$ cat src/rtl/calc_pkg.sv
// rtl/calc_pkg.sv - shared types and key codes for the calculator operand entry path
package calc_pkg;

  typedef enum logic [2:0] {
    ENTRY_A,
    LOAD_A,
    ENTRY_B,
    LOAD_B,
    DONE
  } entry_state_t;

  localparam logic [3:0] KEY_ENTER  = 4'hA;
  localparam logic [3:0] KEY_CLEAR  = 4'hB;
  localparam int         MAX_DIGITS = 3;

endpackage

$ cat src/rtl/dec_accum.sv
// rtl/dec_accum.sv - decimal digit accumulator with range and digit-count limits
module dec_accum #(
  parameter int MAX_DIGITS = calc_pkg::MAX_DIGITS
) (
  input  logic       clk,
  input  logic       rst,
  input  logic       digit_en,
  input  logic [3:0] digit,
  input  logic       clear,
  output logic [7:0] acc,
  output logic [1:0] count
);

  localparam logic [1:0] MAX_CNT = 2'(MAX_DIGITS);

  logic [9:0] next_val;
  logic       accept;

  // count < MAX_DIGITS bounds acc to 99 here, so acc*10+9 fits in 10 bits
  assign next_val = ({2'b00, acc} * 10'd10) + {6'b000000, digit};
  assign accept   = digit_en && (count < MAX_CNT) && (next_val <= 10'd255);

  always_ff @(posedge clk) begin
    if (!rst || clear) begin
      acc   <= 8'd0;
      count <= 2'd0;
    end else if (accept) begin
      acc   <= next_val[7:0];
      count <= count + 2'd1;
    end
  end

endmodule

$ cat src/rtl/operand_entry_ctrl.sv
// rtl/operand_entry_ctrl.sv - sequences keypad entry of operands A then B into the operand registers
module operand_entry_ctrl #(
  parameter logic [3:0] KEY_ENTER  = calc_pkg::KEY_ENTER,
  parameter logic [3:0] KEY_CLEAR  = calc_pkg::KEY_CLEAR,
  parameter int         MAX_DIGITS = calc_pkg::MAX_DIGITS
) (
  input  logic       clk,
  input  logic       rst,
  input  logic       key_valid,
  input  logic [3:0] key_code,
  output logic [7:0] num,
  output logic       load_a,
  output logic       load_b,
  output logic       entry_b,
  output logic       operands_ready,
  output logic [7:0] disp_value,
  output logic [1:0] digit_count
);

  import calc_pkg::*;

  entry_state_t state;
  logic [7:0]   acc;
  logic [1:0]   count;
  logic         in_entry;
  logic         is_digit;
  logic         enter_key;
  logic         clear_key;
  logic         digit_en;
  logic         acc_clear;

  assign in_entry  = (state == ENTRY_A) || (state == ENTRY_B);
  assign is_digit  = key_valid && (key_code <= 4'd9);
  assign enter_key = key_valid && (key_code == KEY_ENTER);
  assign clear_key = key_valid && (key_code == KEY_CLEAR);
  assign digit_en  = in_entry && is_digit;

  // LOAD states wipe the accumulator so the next entry starts from zero
  assign acc_clear = (state == LOAD_A) || (state == LOAD_B) ||
                     (clear_key && (in_entry || (state == DONE)));

  dec_accum #(
    .MAX_DIGITS(MAX_DIGITS)
  ) u_accum (
    .clk      (clk),
    .rst      (rst),
    .digit_en (digit_en),
    .digit    (key_code),
    .clear    (acc_clear),
    .acc      (acc),
    .count    (count)
  );

  assign disp_value  = acc;
  assign digit_count = count;

  always_ff @(posedge clk) begin
    if (!rst) begin
      state          <= ENTRY_A;
      num            <= 8'd0;
      load_a         <= 1'b0;
      load_b         <= 1'b0;
      entry_b        <= 1'b0;
      operands_ready <= 1'b0;
    end else begin
      load_a <= 1'b0;
      load_b <= 1'b0;
      case (state)
        ENTRY_A: begin
          if (enter_key && (count != 2'd0)) begin
            num    <= acc;
            load_a <= 1'b1;
            state  <= LOAD_A;
          end
        end
        LOAD_A: begin
          entry_b <= 1'b1;
          state   <= ENTRY_B;
        end
        ENTRY_B: begin
          if (enter_key && (count != 2'd0)) begin
            num    <= acc;
            load_b <= 1'b1;
            state  <= LOAD_B;
          end
        end
        LOAD_B: begin
          operands_ready <= 1'b1;
          state          <= DONE;
        end
        DONE: begin
          if (clear_key) begin
            entry_b        <= 1'b0;
            operands_ready <= 1'b0;
            state          <= ENTRY_A;
          end
        end
        default: state <= ENTRY_A;
      endcase
    end
  end

endmodule
$ cat config.mk
export PLATFORM = sky130hd
export DESIGN_NAME = operand_entry_ctrl
export DESIGN_NICKNAME = d
export VERILOG_FILES = /design/src/rtl/calc_pkg.sv /design/src/rtl/dec_accum.sv /design/src/rtl/operand_entry_ctrl.sv
export SDC_FILE = /design/constraint.sdc
export NUM_CORES = 1
export LEC_CHECK = 0
export CORE_ASPECT_RATIO = 0.9
export CORE_MARGIN = 3
export CORE_UTILIZATION = 51
export CTS_CLUSTER_SIZE = 25
export DETAILED_ROUTE_END_ITERATION = 10
export PLACE_DENSITY = 0.79
export SYNTH_ARGS = -nofsm -noshare
export SYNTH_HDL_FRONTEND = slang
export SYNTH_SLANG_ARGS = --single-unit
$ cat constraint.sdc
create_clock -name clk -period 3.2 [get_ports clk]
set_input_delay 0.64 -clock clk [delete_from_list [all_inputs] [get_ports clk]]
set_output_delay 0.64 -clock clk [all_outputs]
set_load 0.01 [all_outputs]
==> parameters.txt <==
Parameter                              Value

Clock tree
  TritonCTS clock tree ... done
  Number of buffers between clock root and the deepest sink ... 2
  Clk sink count ... 25
  Reg clk slew, reported paths ... 0.13 ns
  Total of hold buffers inserted after clock tree synthesis ... 0
  Root buf cell ... clkbuf_4
  H-tree depth ... 1
  Worst skew pair latency ... 0.32 ns
  TritonCTS buffer count ... 3

Min path
  Type of the worst min-delay path ... reg2reg

Synthesis
  Proportion of synthesized flip-flops having asynchronous set or reset ... 0%
  Per-instance average area after synthesis ... 8.93 um^2
  Post-synthesis share of cell area spent on xor and xnor gates ... 3.99%
  Synth unique cells ... 39
  Net count of the mapped netlist ... 197
  Portion of the post-synthesis area used by sequential elements ... 32.6%
  Post-synthesis compound-gate area fraction ... 13.1%
  Number of register bits inferred by synthesis ... 25
  Post-synthesis instance total ... 172
  Area fraction in and, or, nand and nor cells after synthesis ... 20.0%
  Synthesis Warnings ... 0
  Count of flip-flops with a built-in enable after synthesis ... 0
  Synthesized cell area ... 1540 um^2
  Proportion of netlist area held by the largest area contributor ... 32.6%
  Share of synthesized cell area in full adder, half adder and majority cells ... 15.6%
  Share of synthesized area spent on multiplexers ... 11.1%
  Combinational family with the most area after synthesis ... simple AND/OR/NAND/NOR gates
  Top cell types by occurrence after synthesis ... dfxtp_1, nand2_1, mux2i_1, nor2_1, ha_1
  Synth area leaders ... dfxtp_1, ha_1, mux2i_1
  Cell type contributing the most total cell area after synthesis ... dfxtp_1
  Top FF cell, synth ... dfxtp_1

Detailed routing
  Post-route DRC ... 0
  Total Wirelength ... 3760 um
  Wirelength per Cell ... 14.9 um
  Number of vias after detailed routing ... 1,375
  DRT antenna net count ... 0
  Detailed Route Iter0 Violations ... 69
  Mean number of vias per cell ... 5.46
  DRT Pass-1 Iters ... 4

Timing
  Top achievable clock speed ... 318 MHz
  Worst Max-Slew Pin Slew ... 0.646 ns
  Largest clock skew in the final design ... 0.0112 ns
  Worst rel slew slack ... 56.8%
  Setup violation total in the final timing report ... 0
  Part of the cycle the worst path needs ... 98.3%
  Final Max Tran Viols ... 0
  Hold Vio Cnt, Final ... 0
  Worst hold-check slack ... 0.488 ns
  Final critical path time including I/O delays and setup ... 3.15 ns

Cells and area
  Area growth syn-to-layout ... 30.0%
  Antenna diodes ... 0
  Share of layout cells above drive strength 1 ... 14.6%
  Post-route cell area ... 2000 um^2
  Net total in the final layout ... 238

Critical path
  Type of element capturing the critical path ... register
  Critical path peak fanout ... 5
  WP data arrival ... 3.39 ns
  Critical path class ... in2reg
  Data required time at the worst endpoint ... 3.44 ns
  Nature of the critical path startpoint ... input pin

Power
  Power Dens Cells ... 369 nW/um^2
  Internal power component ... 501 uW
  Net switching fraction of the power ... 32.0%
  Leakage power summed over all cells ... 0.866 nW
  IR Drop Worst-Case VDD ... 0.283 mV
  Part of the power in the clock network ... 18.7%
  Gate power share ... 34.8%
  Switching power summed over all nets ... 236 uW
  Power share of the sequential group ... 46.5%

Place
  Total half-perimeter wirelength after legalization and detailed placement ... 2840 um
  Routability congestion estimate ... 0.841
  Area post-placement ... 1920 um^2
  Count of port buffers added during placement ... 28

Global route
  Via count of the first global-routing pass ... 1,317
  Met1 routing resource usage after global routing ... 25.2%
  Overflow after GRT ... 0
  Global router's overall resource usage ... 20.2%
  Met3 layer usage reported by global route ... 5.43%
  Gr busiest metal ... met2
  Met2 GRT Util ... 35.5%
  First-pass GRT wire length ... 5940 um
  Largest net degree at the start of global routing ... 20
  Antenna violations before repair ... 0

Status
  Outcome ... complete, no violations

Die
  Number of top-level design ports ... 29
  Number of rows in the core area ... 18
  Die X ... 63.9 um
  Initial Utilization ... 54.6%
  Area inside the core boundary ... 2820 um^2
  Die area ... 3710 um^2
  Height of the die ... 58.1 um

Run
  Max-cap violation count ... 0
repair_timing:
action                                  CTS  global route
buffers inserted                          0             3
endpoints found under the setup margin    0            10
gates resized for setup                   0             9
per-layer routing:
layer / wire length [um] / share of wire [%]
met1: 1700 / 45
met2: 1810 / 48
met3: 206 / 5.5
met4: 46 / 1.2
met5: 0 / 0
power groups by stage:
stage                     sequential [mW]  combinational, mW  clock, mW
after CTS                           0.343              0.242      0.144
after global placement              0.349              0.231          0
final                               0.343              0.256      0.138
after floorplan                     0.353              0.141          0
after detailed placement            0.349              0.239          0
after global routing                0.345              0.281      0.150
state kept, by name, summed over array words and instances, names as in the netlist:
signal	count
num	8
u_accum.acc	8
state	3
u_accum.count	2
entry_b	1
load_a	1
load_b	1
operands_ready	1
critical path: stages:
cell and delay, ns:
clkdlybuf4s50_1 0.49, ha_2 0.18, inv_1 0.05, fa_1 0.38, nor2b_1 0.16, o2111ai_1 0.20, or3_2 0.48, nand2b_1 0.17
o211ai_2 0.25, buf_6 0.17, mux2i_2 0.22
placed cells by master (no fill, tap or decap), types with 5 or more instances in the layout:
cell type,synthesis,layout
nor2_1,17,17
a21oi_1,6,6
mux2i_1,17,16
xnor2_1,5,5
dfxtp_1,25,24
inv_1,7,7
ha_1,16,14
buf_4,0,12
clkdlybuf4s50_1,0,28
nand2_1,25,25
final cells by class:
cell class	count	area (um^2)
fillers	224	818
clock buffers	3	22.5
multi-input cells	134	998
flip-flops and latches	25	502
repair buffers	42	393
inverters	7	26.3
well taps	40	50.0
clock inverters	1	5.00
path summary, 6_finish.rpt:
kind,from,endpoint,slack (ns),cells past startpoint
worst min-delay path,entry_b,entry_b,0.49,2
worst max register to register,u_accum.acc[3],u_accum.acc[7],0.11,10
worst min register to register,entry_b,entry_b,0.49,2
worst max-delay path,key_code[1],u_accum.acc[7],0.05,11
kinds of logic after synthesis:
logic type                 after synthesis
adders and majority gates               18
AOI/OAI and AO/OA                       27
buffers and inverters                   13
DFF                                     25
xor gates and xnor gates                 7
muxes                                   17
and+or+nand+nor                         65
through the flow:
step	setup slack (ns)	TNS (ns)	total power, mW	utilization (%)	cells
2_1_floorplan	0.240	0	0.495	-	172
5_1_grt	-0.0727	-0.232	0.776	70.9	252
3_5_place_dp	-0.118	-0.749	0.588	68.2	245
6_report	0.0536	0	0.737	70.9	252
4_1_cts	0.0678	0	0.728	69.2	249
3_3_place_gp	0.00903	0	0.580	68.2	245
Note: power is estimated with default switching activity, not from simulation.
